$ cat src/rtl/mem_port_arbiter.sv
// Single-outstanding arbiter sharing one memory port between IFU fetches and LSU accesses.
// Define MEM_ARB_RR_EN for round-robin on conflicts; otherwise the LSU always wins.
//
// state | meaning
// IDLE  | no transaction; grants and latches the winning request
// ISSUE | arb_mem_valid asserted with latched fields until mem_arb_ready
// WAIT  | accepted by memory; waiting for mem_arb_valid or watchdog expiry
// RESP  | one-cycle response pulse to the owner; requests not sampled
module mem_port_arbiter #(
  parameter int ADDR_W         = 64,
  parameter int DATA_W         = 64,
  parameter int TIMEOUT_CYCLES = 1024,
  parameter int TO_CNT_W       = 16
) (
  input  logic              core_clk,
  input  logic              core_rst_n,
  input  logic              ifu_arb_valid,
  input  logic [ADDR_W-1:0] ifu_arb_addr,
  output logic              arb_ifu_valid,
  output logic [31:0]       arb_ifu_data,
  input  logic              lsu_arb_valid,
  input  logic [ADDR_W-1:0] lsu_arb_addr,
  input  logic [DATA_W-1:0] lsu_arb_data,
  input  logic              lsu_arb_dir,
  input  logic [3:0]        lsu_arb_width,
  output logic              arb_lsu_ready,
  output logic              arb_lsu_valid,
  output logic [DATA_W-1:0] arb_lsu_data,
  output logic              arb_mem_valid,
  output logic [ADDR_W-1:0] arb_mem_addr,
  output logic [DATA_W-1:0] arb_mem_data,
  output logic              arb_mem_dir,
  output logic [3:0]        arb_mem_width,
  input  logic              mem_arb_ready,
  input  logic              mem_arb_valid,
  input  logic [DATA_W-1:0] mem_arb_data,
  output logic              arb_timeout
);
  typedef enum logic [1:0] {IDLE, ISSUE, WAIT, RESP} state_t;

  localparam bit                  WD_EN   = (TIMEOUT_CYCLES != 0);
  localparam logic [TO_CNT_W-1:0] WD_LAST = TO_CNT_W'(TIMEOUT_CYCLES - 1);

  state_t              state;
  logic                owner_lsu;
  logic [TO_CNT_W-1:0] wd_cnt;
  logic                req_any;
  logic                grant_lsu;
  logic                rsp_fire;
  logic                rsp_to;
  logic [DATA_W-1:0]   rsp_val;

  assign req_any = ifu_arb_valid | lsu_arb_valid;

`ifdef MEM_ARB_RR_EN
  logic last_lsu;

  // on conflict, whoever was not granted last time wins
  assign grant_lsu = lsu_arb_valid & (~ifu_arb_valid | ~last_lsu);

  always_ff @(posedge core_clk or negedge core_rst_n) begin
    if (!core_rst_n) begin
      last_lsu <= 1'b0;
    end else if (state == IDLE && req_any) begin
      last_lsu <= grant_lsu;
    end
  end
`else
  assign grant_lsu = lsu_arb_valid;
`endif

  // response completes either from memory or from watchdog expiry (data forced to 0)
  always_comb begin
    rsp_fire = 1'b0;
    rsp_to   = 1'b0;
    rsp_val  = mem_arb_data;
    if (state == ISSUE) begin
      rsp_fire = mem_arb_ready & mem_arb_valid;
    end else if (state == WAIT) begin
      if (mem_arb_valid) begin
        rsp_fire = 1'b1;
      end else if (WD_EN && wd_cnt == WD_LAST) begin
        rsp_fire = 1'b1;
        rsp_to   = 1'b1;
        rsp_val  = '0;
      end
    end
  end

  always_ff @(posedge core_clk or negedge core_rst_n) begin
    if (!core_rst_n) begin
      state         <= IDLE;
      owner_lsu     <= 1'b0;
      wd_cnt        <= '0;
      arb_lsu_ready <= 1'b1;
      arb_ifu_valid <= 1'b0;
      arb_ifu_data  <= '0;
      arb_lsu_valid <= 1'b0;
      arb_lsu_data  <= '0;
      arb_mem_valid <= 1'b0;
      arb_mem_addr  <= '0;
      arb_mem_data  <= '0;
      arb_mem_dir   <= 1'b0;
      arb_mem_width <= '0;
      arb_timeout   <= 1'b0;
    end else begin
      arb_ifu_valid <= 1'b0;
      arb_lsu_valid <= 1'b0;
      case (state)
        IDLE: begin
          if (req_any) begin
            state         <= ISSUE;
            owner_lsu     <= grant_lsu;
            arb_lsu_ready <= 1'b0;
            arb_mem_valid <= 1'b1;
            if (grant_lsu) begin
              arb_mem_addr  <= lsu_arb_addr;
              arb_mem_data  <= lsu_arb_data;
              arb_mem_dir   <= lsu_arb_dir;
              arb_mem_width <= lsu_arb_width;
            end else begin
              arb_mem_addr  <= ifu_arb_addr;
              arb_mem_data  <= '0;
              arb_mem_dir   <= 1'b0;
              arb_mem_width <= 4'd4;
            end
          end
        end
        ISSUE: begin
          if (mem_arb_ready) begin
            arb_mem_valid <= 1'b0;
            if (!rsp_fire) begin
              state  <= WAIT;
              wd_cnt <= '0;
            end
          end
        end
        WAIT: begin
          if (!rsp_fire) wd_cnt <= wd_cnt + 1'b1;
        end
        RESP: begin
          state         <= IDLE;
          arb_lsu_ready <= 1'b1;
          arb_ifu_data  <= '0;
          arb_lsu_data  <= '0;
        end
        default: state <= IDLE;
      endcase

      if (rsp_fire) begin
        state <= RESP;
        if (rsp_to) arb_timeout <= 1'b1;
        if (owner_lsu) begin
          arb_lsu_valid <= 1'b1;
          arb_lsu_data  <= arb_mem_dir ? '0 : rsp_val;
        end else begin
          arb_ifu_valid <= 1'b1;
          arb_ifu_data  <= rsp_val[31:0];
        end
      end
    end
  end
endmodule

$ cat config.mk
export PLATFORM = sky130hd
export DESIGN_NAME = mem_port_arbiter
export DESIGN_NICKNAME = d
export VERILOG_FILES = /design/src/rtl/mem_port_arbiter.sv
export SDC_FILE = /design/constraint.sdc
export NUM_CORES = 1
export LEC_CHECK = 0
export BUFFER_PORTS_ARGS = -buffer_cell sky130_fd_sc_hd__buf_4
export CAP_MARGIN = 20
export CORE_AREA = 2 2 197 199
export DETAILED_ROUTE_END_ITERATION = 12
export DIE_AREA = 0 0 199 201
export PLACE_DENSITY = 0.56
export SLEW_MARGIN = 20
export SYNTH_ARGS = -nofsm -noshare
export SYNTH_HDL_FRONTEND = slang
export SYNTH_SLANG_ARGS = --single-unit
$ cat constraint.sdc
create_clock -name core_clk -period 2.33 [get_ports core_clk]
set_input_delay 0.1165 -clock core_clk [delete_from_list [all_inputs] [get_ports core_clk]]
set_output_delay 0.1165 -clock core_clk [all_outputs]
set_load 0.005 [all_outputs]
After elaboration in Yosys (flattened, before gate mapping):

Cells that the tools add are included.

* bits in registers: 253
* input port bits: 267
* output and inout bits: 234
* logic and storage cells: 77

* add/sub/neg operators: 1
* equality and inequality tests: 10
* mux-type cells: 39
* bitwise operators: 2
* reduce and logical (&&, ||, !) cells: 11

Operators with widths (number)
* $mux 64: 10
* $mux 32: 3
* $mux 16: 3
* $pmux 16 s2: 1
* $add 16x1->16 const B: 1
* $eq 16x10->1 const B: 1
* $mux 1: 15
* $ne 2x2->1 const B: 4
* $mux 2: 3
* $ne 3x3->1 const B: 2
* $pmux 2 s3: 1
* $reduce_and 2->1: 3
* $reduce_and 3->1: 2
* $reduce_bool 2->1: 3
* $eq 2x2->1 const B: 2
* $mux 4: 1
* $pmux 1 s2: 2
* $reduce_and 4->1: 1
* $reduce_bool 4->1: 1
* $eq 2x1->1 const B: 1
* $logic_not 2->1: 1
* $and 1x1->1: 1
* $or 1x1->1: 1

Logic depth before layout (Yosys ltp):

* depth in word-level cells: 8
* mapped depth: 9
* mapped depth without buffers: 6

Least setup slack after synthesis:

OpenSTA, ideal clock, no wires.

* path kind: reg-to-reg
* start: reg state[1]
* end: reg arb_lsu_data[10]
* library setup time: 122 ps
* data arrival time: 2009 ps
* data required time: 2208 ps
* slack: 199 ps
* cell stages (with the launch flop): 10
* buffers on the path: 3
* period minus slack after synthesis: 2131 ps
* path through: dfrtp_1 inv_1 ha_1 buf_6 mux2_4 and4_4 buf_6 a41o_4 buf_6 a32o_1

* longest elaborated chain between the ends: 6
* elaborated cells on any way between the ends: 11
* classes of those cells: 3 x eq/ne; 8 x mux

Ends and longest elaborated chain
* start, declared: RTL line 44 `state_t state;`
* start signal, assigned: RTL line 92 `state <= IDLE;`
* start signal, assigned: RTL line 112 `state <= ISSUE;`
* start signal, assigned: RTL line 133 `state <= WAIT;`
* $eq 2x2->1: RTL line 79 `end else if (state == WAIT) begin`
* $mux 64: RTL line 79
* $mux 64: RTL line 77 `if (state == ISSUE) begin`
* $mux 64: RTL line 155 `arb_lsu_data <= arb_mem_dir ? '0 : rsp_val;`
* $mux 64: RTL line 153 `if (owner_lsu) begin`
* $mux 64 *: RTL line 150 `if (rsp_fire) begin`
* end signal, assigned: RTL line 155
* end, declared: RTL line 28 `output logic [DATA_W-1:0] arb_lsu_data,`

Mark *: on every way between the ends. The rest lies on a longest branch, timed or not.
A chain may end at the register's enable or synchronous reset.

Final worst setup path:

* start: reg state[1]
* end: reg arb_ifu_data[0]

* longest elaborated chain between the ends: 5
* elaborated cells on any way between the ends: 10
* classes of those cells: 3 x eq/ne; 7 x mux

Ends and longest elaborated chain
* $eq 2x2->1: RTL line 79
* $mux 64: RTL line 79
* $mux 64: RTL line 77
* $mux 32: RTL line 153
* $mux 32 *: RTL line 150
* end signal, assigned: RTL line 158 `arb_ifu_data <= rsp_val[31:0];`
* end, declared: RTL line 20 `output logic [31:0] arb_ifu_data,`

Marks and branches as above.

==> impl_metrics.env <==
export IMPL_outcome="finished, final reports clean"
export IMPL_gp_congestion=0.815
export IMPL_clkSinkCount=253
export IMPL_crit_type="reg -> reg"
export IMPL_core_area_um2=38100
export IMPL_ant_nets=0
export IMPL_netlist_area_leader_share=0.573
export IMPL_via_per_inst=4.64
export IMPL_fp_row_count=72
export IMPL_dieWidth_um=199
export IMPL_hold_viol=0
export IMPL_power_density_nw_per_um2=1010
export IMPL_clk_latency_ns=0.56
export IMPL_synth_edff_count=0
export IMPL_fin_skew_ns=0.0207
export IMPL_syn_avg_cell_area_um2=10.7
export IMPL_initial_utilization=0.289
export IMPL_clk_root_buffer_cell="clkbuf_16"
export IMPL_irDropWorstVdd_mv=0.539
export IMPL_synth_area_leader_cell="dfrtp_1"
export IMPL_setup_viol=0
export IMPL_synth_seq_area_share=0.575
export IMPL_hpwl_mm=27.4
export IMPL_synth_area_top_cells="dfrtp_1 (57%), mux2i_1 (9.7%), nand2_1 (7.6%), nand3_1 (3.4%), o21ai_0 (3.2%)"
export IMPL_grt_antenna_before_repair=2
export IMPL_grt_usage=0.201
export IMPL_synth_distinct_cells=56
export IMPL_power_mw=19.3
export IMPL_p_leak_nw=9.76
export IMPL_die_y_um=201
export IMPL_yosysMostFrequentCell="dfrtp_1"
export IMPL_max_freq_mhz=443
export IMPL_ff2ff_setup_slack_ns=0.07
export IMPL_detail_route_wirelength_mm=41.1
export IMPL_synth_area_um2=11000
export IMPL_port_buffers=500
export IMPL_layout_drive_gt1_share=0.339
export IMPL_ys_ff_latch=253
export IMPL_area_growth_pct=73.4
export IMPL_max_slew_worst_pin_slew_ns=0.552
export IMPL_cp_max_fo=32
export IMPL_grt_pass1_vias=11400
export IMPL_hold_path_class="in -> reg"
export IMPL_design_die_area_um2=40000
export IMPL_end_kind="flop"
export IMPL_numCtsBuffers=29
export IMPL_drt_iter0_markers=515
export IMPL_grt_max_degree=114
export IMPL_wl_per_cell_um=17.8
export IMPL_timing_max_cap_violations=0
export IMPL_syn_inst=1027
export IMPL_drc=0
export IMPL_vias=10700
export IMPL_nNetsFinal=2043
export IMPL_fin_crit_ns=2.26
export IMPL_whs_ns=0.0237
export IMPL_clkTransAtPathRegs_ns=0.06
export IMPL_grt_overflow_total=0
export IMPL_first_pass_iters=4
export IMPL_slew_limit_headroom=0.632
export IMPL_cp_arrival_ns=2.69
export IMPL_fin_crit_sh=0.970
export IMPL_cts_htree_levels=1
export IMPL_syn_nets=1299
export IMPL_boundaryPins=501
export IMPL_slew_viol_final=0
export IMPL_grt_first_pass_wirelength_mm=64.0
export IMPL_rsz0062_at_grt="yes"
export IMPL_synth_warnings=0
export IMPL_synthTopCellsByCount="dfrtp_1 (252), nand2_1 (224), mux2i_1 (107)"
export IMPL_cts_buffer_depth=3
export IMPL_required_ns=2.76
export IMPL_synth_main_ff_cell="dfrtp_1"
export IMPL_tritoncts="built"
export IMPL_fin_setup_tns_ns=0
export IMPL_synth_async_reset_ratio=1.00
export IMPL_start_kind="flop"
## what timing repair did
item,in CTS,in global routing
hold endpoints to repair,484,0
hold buffers,263,0
setup endpoints to repair,0,83
gates resized for setup,0,1
setup buffers,0,4
## routing by layer
metal  routed length, µm  track usage  share of wire  vias up
met3                2520       0.0457          0.061       86
met1               16900        0.248           0.41     5257
met4                1350       0.0685          0.033        0
met5                   0            0              0        -
li1                    -            -              -     5078
met2               20300        0.345           0.49      323
## metrics by stage
step	util	std cells	instance area, µm²	worst slack, ns
2_1_floorplan	-	1027	11000	0.199
3_3_place_gp	0.404	1991	15400	0.0453
3_5_place_dp	0.404	1991	15400	-0.0104
4_1_cts	0.500	2308	19100	0.00313
5_1_grt	0.501	2314	19100	-0.0243
6_report	0.501	2314	19100	0.0706
## cell usage in the layout, fill, tap and decap left out, drive strengths merged, types with 10 or more instances in the layout
master and count:
a22o 32, a32o 33, buf 530, clkbuf 38, dfrtp 252, dlygate4sd3 263
inv 10, mux2i 107, nand2 224, nand2b 33, nand3 75, o21ai 101
or2 10
## sequential cells by signal (all words and copies together), names as in the netlist, 2 cells and up
register	cells
arb_lsu_data	64
arb_ifu_data	32
state	2
arb_mem_addr	64
wd_cnt	16
arb_mem_data	64
arb_mem_width	4
## path summary, 6_finish.rpt
check / start / to / depth (start not counted)
worst max-delay path: state[1]$_DFFE_PN0P_ / arb_ifu_data[0]$_DFF_PN0_ / 6
worst min-delay path: lsu_arb_valid / owner_lsu$_DFFE_PN0P_ / 3
worst max register to register: state[1]$_DFFE_PN0P_ / arb_ifu_data[0]$_DFF_PN0_ / 6
worst min register to register: arb_mem_data[1]$_DFFE_PN0P_ / arb_mem_data[1]$_DFFE_PN0P_ / 2
max in group asynchronous: core_rst_n / arb_mem_data[36]$_DFFE_PN0P_ / 3
min in group asynchronous: core_rst_n / arb_mem_addr[38]$_DFFE_PN0P_ / 2
## power by group
part / leakage [nW] / switching (mW) / total (mW) / internal [mW]
Combinational: 5.95 / 3.44 / 7.33 / 3.89
Clock: 0.502 / 1.92 / 4.92 / 3.00
Sequential: 3.31 / 0.996 / 7.01 / 6.02
## kinds of logic (layout without fill, tap and decap cells)
| logic type | after synthesis | count (layout) | synth area share |
|---|---|---|---|
| fa+ha+maj | 5 | 5 | 0.00568 |
| compound gates | 194 | 194 | 0.123 |
| simple gates | 378 | 378 | 0.159 |
| buf+inv | 88 | 855 | 0.0379 |
| flops | 253 | 253 | 0.575 |
| other cells | 0 | 2 | 0 |
| mux | 109 | 109 | 0.0996 |
## cell type report
| class | instances | area [µm²] |
|---|---|---|
| Fill cell | 3428 | 19000 |
| Timing Repair Buffer | 793 | 6760 |
| Sequential cell | 253 | 6330 |
| Multi-Input combinational cell | 686 | 4290 |
| Clock buffer | 38 | 810 |
| Tap cell | 518 | 648 |
| Clock inverter | 16 | 220 |
| Inverter | 8 | 30.0 |
| Antenna cell | 2 | 5.00 |
## critical path, stage by stage, from the launching register on
cell     delay [ns]
dfrtp_1        0.40
inv_1          0.08
ha_1           0.24
or4b_4         0.56
or3_4          0.55
o21ai_0        0.22
mux2i_1        0.08
Note: power is estimated with default switching activity, not from simulation.
